==> config.mk <==
export PLATFORM = sky130hd
export DESIGN_NAME = dec_scan
export DESIGN_NICKNAME = d
export VERILOG_FILES = /design/src/rtl/dec_scan_pkg.sv /design/src/rtl/dec_tick_gen.sv /design/src/rtl/dec_scan.sv
export SDC_FILE = /design/constraint.sdc
export NUM_CORES = 1
export LEC_CHECK = 0
export CAP_MARGIN = 20
export CORE_UTILIZATION = 50
export CTS_CLUSTER_DIAMETER = 40
export DETAILED_ROUTE_END_ITERATION = 12
export DONT_BUFFER_PORTS = 1
export PLACE_DENSITY = 0.66
export SLEW_MARGIN = 20
export SYNTH_ARGS = -nofsm -noshare
export SYNTH_HDL_FRONTEND = slang
export SYNTH_SLANG_ARGS = --single-unit
export TNS_END_PERCENT = 100
==> constraint.sdc <==
create_clock -name clk -period 5.7 [get_ports clk]
set_clock_uncertainty 0.15 [all_clocks]
set_input_delay 1.425 -clock clk [delete_from_list [all_inputs] [get_ports clk]]
set_output_delay 1.425 -clock clk [all_outputs]
set_load 0.005 [all_outputs]
==> src/rtl/dec_scan_pkg.sv <==
// ============================================================================
// Package : dec_scan_pkg
// Purpose : Shared constants and helpers for the dec_scan decoder/scanner.
//           MODE_DIRECT / MODE_SCAN encode the mode input; calc_out_w derives
//           the one-hot output width from the index width.
// Revision: 1.0 - initial release
// ============================================================================
`default_nettype none

package dec_scan_pkg;

  localparam logic MODE_DIRECT = 1'b0;
  localparam logic MODE_SCAN   = 1'b1;

  // One output line per representable index value.
  function automatic int calc_out_w(input int in_w);
    return 1 << in_w;
  endfunction

endpackage

`default_nettype wire

==> src/rtl/dec_tick_gen.sv <==
// ============================================================================
// Module  : dec_tick_gen
// Purpose : Scan prescaler. Counts 0..div and asserts tick in the cycle the
//           count equals div, then restarts from 0.
// Ports   : clk   - clock, rising edge
//           rst_n - asynchronous active-low reset
//           clr   - synchronous clear of the counter to 0
//           div   - tick period minus one, in clk cycles
//           tick  - high while the count equals div
// Revision: 1.0 - initial release
// ============================================================================
`default_nettype none

module dec_tick_gen
  import dec_scan_pkg::*;
#(
  parameter int DIV_W = 16
) (
  input  logic             clk,
  input  logic             rst_n,
  input  logic             clr,
  input  logic [DIV_W-1:0] div,
  output logic             tick
);

  logic [DIV_W-1:0] cnt_q;
  logic [DIV_W-1:0] cnt_d;

  // Equality compare: if div is lowered below the running count, the counter
  // keeps counting and rolls over at its natural width rather than ticking
  // early.
  assign tick = (cnt_q == div);

  always_comb begin
    cnt_d = cnt_q + DIV_W'(1);
    if (clr || tick) begin
      cnt_d = '0;
    end
  end

  always_ff @(posedge clk or negedge rst_n) begin
    if (!rst_n) begin
      cnt_q <= '0;
    end else begin
      cnt_q <= cnt_d;
    end
  end

endmodule

`default_nettype wire

==> src/rtl/dec_scan.sv <==
// ============================================================================
// Module  : dec_scan
// Purpose : Registered one-hot decoder with an optional auto-scan mode for
//           multiplexed displays.
//           mode=0 decodes in directly.
//           mode=1 steps idx from 0 up to in, one step per prescaler tick,
//           pulsing wrap when it returns to 0.
// Ports   : clk   - clock, rising edge
//           rst_n - asynchronous active-low reset
//           en    - enable; 0 drives out inactive and holds idx
//           mode  - 0 direct decode, 1 auto-scan
//           in    - direct index / last index of the scan range
//           div   - scan tick period minus one
//           out   - registered one-hot decode of idx
//           idx   - registered current index
//           wrap  - one-cycle pulse on scan wrap to index 0
// Config  : DEC_SCAN_ACTIVE_LOW_EN - when defined, out is one-cold
//           (inactive = all ones) for common-anode drive.
// Revision: 1.0 - initial release
// ============================================================================
`default_nettype none

module dec_scan
  import dec_scan_pkg::*;
#(
  parameter  int IN_W  = 3,
  parameter  int DIV_W = 16,
  localparam int OUT_W = calc_out_w(IN_W)
) (
  input  logic             clk,
  input  logic             rst_n,
  input  logic             en,
  input  logic             mode,
  input  logic [IN_W-1:0]  in,
  input  logic [DIV_W-1:0] div,
  output logic [OUT_W-1:0] out,
  output logic [IN_W-1:0]  idx,
  output logic             wrap
);

`ifdef DEC_SCAN_ACTIVE_LOW_EN
  localparam logic [OUT_W-1:0] OUT_IDLE = '1;
`else
  localparam logic [OUT_W-1:0] OUT_IDLE = '0;
`endif

  logic             mode_q;
  logic [IN_W-1:0]  idx_q;
  logic [IN_W-1:0]  idx_d;
  logic [OUT_W-1:0] out_q;
  logic [OUT_W-1:0] out_d;
  logic             wrap_q;
  logic             wrap_d;

  logic             scan_active;
  logic             mode_switch;
  logic             tick_raw;
  logic             tick;
  logic [OUT_W-1:0] onehot;

  // mode_q resets to direct so the first scan edge after reset behaves as a
  // direct->scan switch: index 0 is shown for a full tick period.
  assign scan_active = en && (mode == MODE_SCAN);
  assign mode_switch = (mode != mode_q);

  dec_tick_gen #(
    .DIV_W (DIV_W)
  ) u_tick_gen (
    .clk   (clk),
    .rst_n (rst_n),
    .clr   (!scan_active || mode_switch),
    .div   (div),
    .tick  (tick_raw)
  );

  // A switch edge restarts the scan, so any coincident prescaler tick is
  // discarded.
  assign tick = scan_active && !mode_switch && tick_raw;

  always_comb begin
    idx_d  = idx_q;
    wrap_d = 1'b0;
    if (en) begin
      if (mode == MODE_DIRECT) begin
        idx_d = in;
      end else if (mode_switch) begin
        idx_d = '0;
      end else if (tick) begin
        // >= rather than == so that lowering in below idx mid-scan still
        // wraps on the next tick.
        if (idx_q >= in) begin
          idx_d  = '0;
          wrap_d = 1'b1;
        end else begin
          idx_d = idx_q + IN_W'(1);
        end
      end
    end
  end

  // The decode of the next index is the only logic ahead of the out
  // register, so out always matches idx on the same edge.
  assign onehot = OUT_W'(1) << idx_d;

  always_comb begin
    out_d = OUT_IDLE;
    if (en) begin
`ifdef DEC_SCAN_ACTIVE_LOW_EN
      out_d = ~onehot;
`else
      out_d = onehot;
`endif
    end
  end

  always_ff @(posedge clk or negedge rst_n) begin
    if (!rst_n) begin
      mode_q <= MODE_DIRECT;
      idx_q  <= '0;
      out_q  <= OUT_IDLE;
      wrap_q <= 1'b0;
    end else begin
      mode_q <= mode;
      idx_q  <= idx_d;
      out_q  <= out_d;
      wrap_q <= wrap_d;
    end
  end

  assign out  = out_q;
  assign idx  = idx_q;
  assign wrap = wrap_q;

endmodule

`default_nettype wire

[Word level (Yosys, flattened, before mapping)]
Cells that the tools add are included.
Operators by class
  add/sub/neg operators: 2
  multiply operators: 0
  divide/modulo/power cells: 0
  magnitude comparators: 1
  eq/ne operators: 2
  shifts and indexed selects: 1
  multiplexer cells: 12
  bitwise gates (word level): 0
  reductions and logical operators: 7
Operators with widths (count)
  $add 16x1->16 const B: 1
  $eq 16x16->1: 1
  $mux 16: 1
  $mux 3: 5
  $mux 8: 1
  $shl 1x3->8 const A: 1
  $mux 1: 5
  $add 3x1->3 const B: 1
  $ge 3x3->1: 1
  $logic_and 1x1->1: 3
  $logic_not 1->1: 2
  $logic_or 1x1->1: 2
  $ne 1x1->1: 1
Word-level totals
  register bits after elaboration: 29
  bits in latches: 0
  memory bits (writable): 0
  bits in read-only memories: 0
  output and inout bits: 12
  memories: 0

[Longest topological paths before layout]
  depth after elaboration: 10
  depth in mapped cells: 7
  gate-level depth less buffers: 7

[By module]
Synthesis repeated with hierarchy kept, for this count alone.
Unflattened totals
  cell total of the unflattened synthesis: 161
  area total of the unflattened synthesis: 1665.3 µm²
Modules (own cells, without submodules)
  dec_tick_gen: times used 1, cells an instance 100, area an instance 982.2 µm², seq. area each 400.4 µm²
  dec_scan: times used 1, cells an instance 61, area an instance 683.2 µm², seq. area each 325.3 µm²

[Worst setup path before layout]
No wires, ideal clock.
  path type: input-to-reg
  from: input in[2]
  to: register idx_q[2], in the netlist idx[2]
  library setup time: 0.065 ns
  arrival: 3.032 ns
  required time: 5.485 ns
  slack: 2.453 ns
  stages on the path: 7
  path buffers: 0
  cells stage by stage: inv_1 ha_1 a21oi_1 o21ai_0 or4_1 o211ai_1 o22a_1
On the way
  word-level cells in the longest chain between the ends: 6
Ends and longest elaborated chain
  from (decl): line dec_scan.sv:34  | input logic [IN_W-1:0] in,
  $ge 3x3->1: line dec_scan.sv:91  | if (idx_q >= in) begin
  $mux 3: line dec_scan.sv:91
  $mux 3: line dec_scan.sv:88  | end else if (tick) begin
  $mux 3: line dec_scan.sv:86  | end else if (mode_switch) begin
  $mux 3 *: line dec_scan.sv:84  | if (mode == MODE_DIRECT) begin
  $mux 3 *: line dec_scan.sv:83  | if (en) begin
  named net idx_d[2]: line dec_scan.sv:49  | logic [IN_W-1:0] idx_d;
  to (signal assigned): line dec_scan.sv:124  | idx_q <= idx_d;
  to (decl): line dec_scan.sv:48  | logic [IN_W-1:0] idx_q;
The timed path passes the listed nets; every way through them passes the cells marked *.

[Worst setup path in the final report]
  from: input in[2]
  to: register out_q[1], in the netlist out[1]
On the way
  word-level cells in the longest chain between the ends: 8
Ends and longest elaborated chain
  $ge 3x3->1: line dec_scan.sv:91
  $mux 3: line dec_scan.sv:91
  $mux 3: line dec_scan.sv:88
  $mux 3: line dec_scan.sv:86
  $mux 3 *: line dec_scan.sv:84
  $mux 3 *: line dec_scan.sv:83
  $shl 1x3->8 *: line dec_scan.sv:103  | assign onehot = OUT_W'(1) << idx_d;
  $mux 8 *: line dec_scan.sv:107  | if (en) begin
  named net out_d[1]: line dec_scan.sv:51  | logic [OUT_W-1:0] out_d;
  to (signal assigned): line dec_scan.sv:125  | out_q <= out_d;
  to (decl): line dec_scan.sv:50  | logic [OUT_W-1:0] out_q;
Marked as above.

==> impl_results.md <==
* Most frequent cells in the layout: dfrtp_1 (29), nor2_1 (24), xor2_1 (21)
* Post-synth EDFFs at 0
* Crit path cell chain: inv_1 > ha_1 > a21oi_1 > o21ai_0 > o31ai_1 > nand4_1 > a211oi_1
* F_max at around 0.32 GHz
* Cts hold-fix bufs at 0
* IO Count at 35
* Max-slew headroom at 0.595
* Final setup margin at about 2600 ps
* H-tree depth at 2
* P_leak at between 0.7 and 0.8 nW
* Synthesis Warnings at 0
* Setup violators final at 0
* Pin count of the biggest net entering global routing at 30
* Routed wire per std cell at 15.0 µm
* Starting Density at 0.535
* Total gr overflow at 0
* Most used DFF post-synth: dfrtp_1
* Diode count at 0
* Hold WS at approximately 370 ps
* Vias in the first global route at approximately 1,200
* Drt drc at 0
* Deepest clock path buffer count at 2
* Synth Area per Inst at a little under 10 µm²
* Worst setup EP type: register
* Routed WL at about 3300 µm
* DP HPWL at 2450 µm
* Row Count at 20
* Cells after Synth at 170
* Layout cells sized above 1 at 0.0914
* Clock sinks at 29
* Design area at approximately 1800 µm²
* Crit path required time at 5770 ps
* Crit path arrival time at roughly 3200 ps
* Post-CTS resize count at 0
* Pwr/cell area at 227 nW/µm²
* Setup CP Type: input pin to register
* Initial antenna violation count at 0
* Core Area at a little over 3000 µm²
* Syn nets at roughly 200
* Worst skew pair latency at around 330 ps
* RSZ-0062 raised after global routing: false
* Delay-heaviest family, CP: compound AO/OA/AOI/OAI gates
* TritonCTS buffer count at 5
* Die width at approximately 60 µm
* Gpl congestion at 0.849
* Routed vias/inst at around 5.6
* HP Class: register to register
* Yosys reg bits at 29
* Maximum VDD drop at about 150 µV
* Post-CTS Setup Repair Bufs at 0
* Total track usage at 0.209
* Maximum fanout along the worst path at 6
* Drt first pass iters at 4
* Slowest CP cell: o31ai_1
* Max-slew violation total from the final report at 0
* Least-Margin Pin Slew at about 600 ps
* Crit start category: input pin
* Tmin final at ~3100 ps
* Synth async-reset ratio at 1.00
* Status: completed
* Final Hold Fails at 0
* Area Overhead vs Synth at 6.26%
* Synth cell types at 36
* CP bufs+invs at 1
* Largest area contributor in the netlist: dfrtp_1
* PortBufs at 0
* Fin crit share at 0.549
* CTS tree: done
* Vias at 1,232
* DP Area at ~1700 µm²
* Max Cap Viol at 0
* Die area at about 3600 µm²
* Die height at between 50 and 60 µm
* CP max stage delay at about 580 ps
* Final Power at 400 µW
* Antenna viol nets, final at 0
* Clock Pin Slew Worst Setup and Hold Paths at ~90 ps
* Register area share after synthesis at 0.437
* Largest cells by area after synthesis: dfrtp_1 (44%), xor2_1 (11%), nor2_1 (5.4%)
* Commonest non-fill, non-tap cell in the layout: dfrtp_1
* Pre-CTS setup slack at approximately 2200 ps
* Synthesized area at about 1700 µm²
* Root Buffer: clkbuf_4
* Setup TNS at 0 ps
* Top cell type's share of synthesized area at 0.437
* NumNets Final at roughly 200
* Drt initial violations at just under 90
* First-pass GRT wire length at between 5000 and 6000 µm
==> report_power, final <==
group          internal, mW  switching, mW
logic                0.0161         0.0241
registers             0.211        0.00693
clock network        0.0714         0.0698
total                 0.299          0.101
==> synthesized netlist by cell type (3+ instances only) <==
master / n
xor2_1: 21
a211oi_1: 4
and2_1: 3
nor2_1: 24
xnor2_1: 9
nor4_1: 4
a21oi_1: 5
nor2b_1: 3
nand4_1: 5
dfrtp_1: 29
ha_1: 5
nand3_1: 8
inv_1: 7
nand2_1: 11
a22oi_1: 5
==> area by class of cell <==
type,count,area [µm²]
flip-flops and latches,29,726
inverters,7,26.3
well taps,44,55.1
clock buffers,7,65.1
clock inverters,1,5.00
fillers,303,1340
multi-input cells,131,886
==> worst reg2reg max path, stage by stage, from the launching register on <==
cell	delay, ps
dfrtp_1	490
inv_1	80
ha_1	270
nor2b_1	100
o21ai_0	230
o31ai_1	580
nand4_1	240
a211oi_1	300
==> cells by family after synthesis <==
group,synth area share
xor+xnor,0.158
compound gates,0.119
flops,0.437
simple gates,0.219
fa+ha+maj,0.0377
buf+inv,0.0287
==> path summary, 6_finish.rpt <==
check,startpoint,end,slack [ps],cells after the start
worst min-delay path,u_tick_gen.cnt_q[0],u_tick_gen.cnt_q[0],370,1
min in group asynchronous,rst_n,u_tick_gen.cnt_q[8],630,0
max in group asynchronous,rst_n,u_tick_gen.cnt_q[5],4680,0
worst max-delay path,in[2],out[1],2570,7
worst min register to register,u_tick_gen.cnt_q[0],u_tick_gen.cnt_q[0],370,1
worst max register to register,idx[0],out[1],3170,7
==> flip-flops by register name (all words and copies together) (netlist names) <==
name / flops
out: 8
u_tick_gen.cnt_q: 16
wrap: 1
idx: 3
mode_q: 1
==> metal layers <==
metal | vias up | track usage | routed length [µm] | part of all wire
met5 | - | 0 | 0 | 0
li1 | 604 | - | - | -
met3 | 5 | 0.0699 | 174 | 0.053
met4 | 0 | 0.0897 | 53 | 0.016
met2 | 33 | 0.347 | 1590 | 0.48
met1 | 590 | 0.247 | 1460 | 0.45
==> through the flow <==
step,cells,utilization
floorplan,170,-
global placement,211,0.546
detailed placement,211,0.546
CTS,219,0.568
global route,219,0.568
finish,219,0.568
No activity file was read; power rests on OpenSTA's default activity.
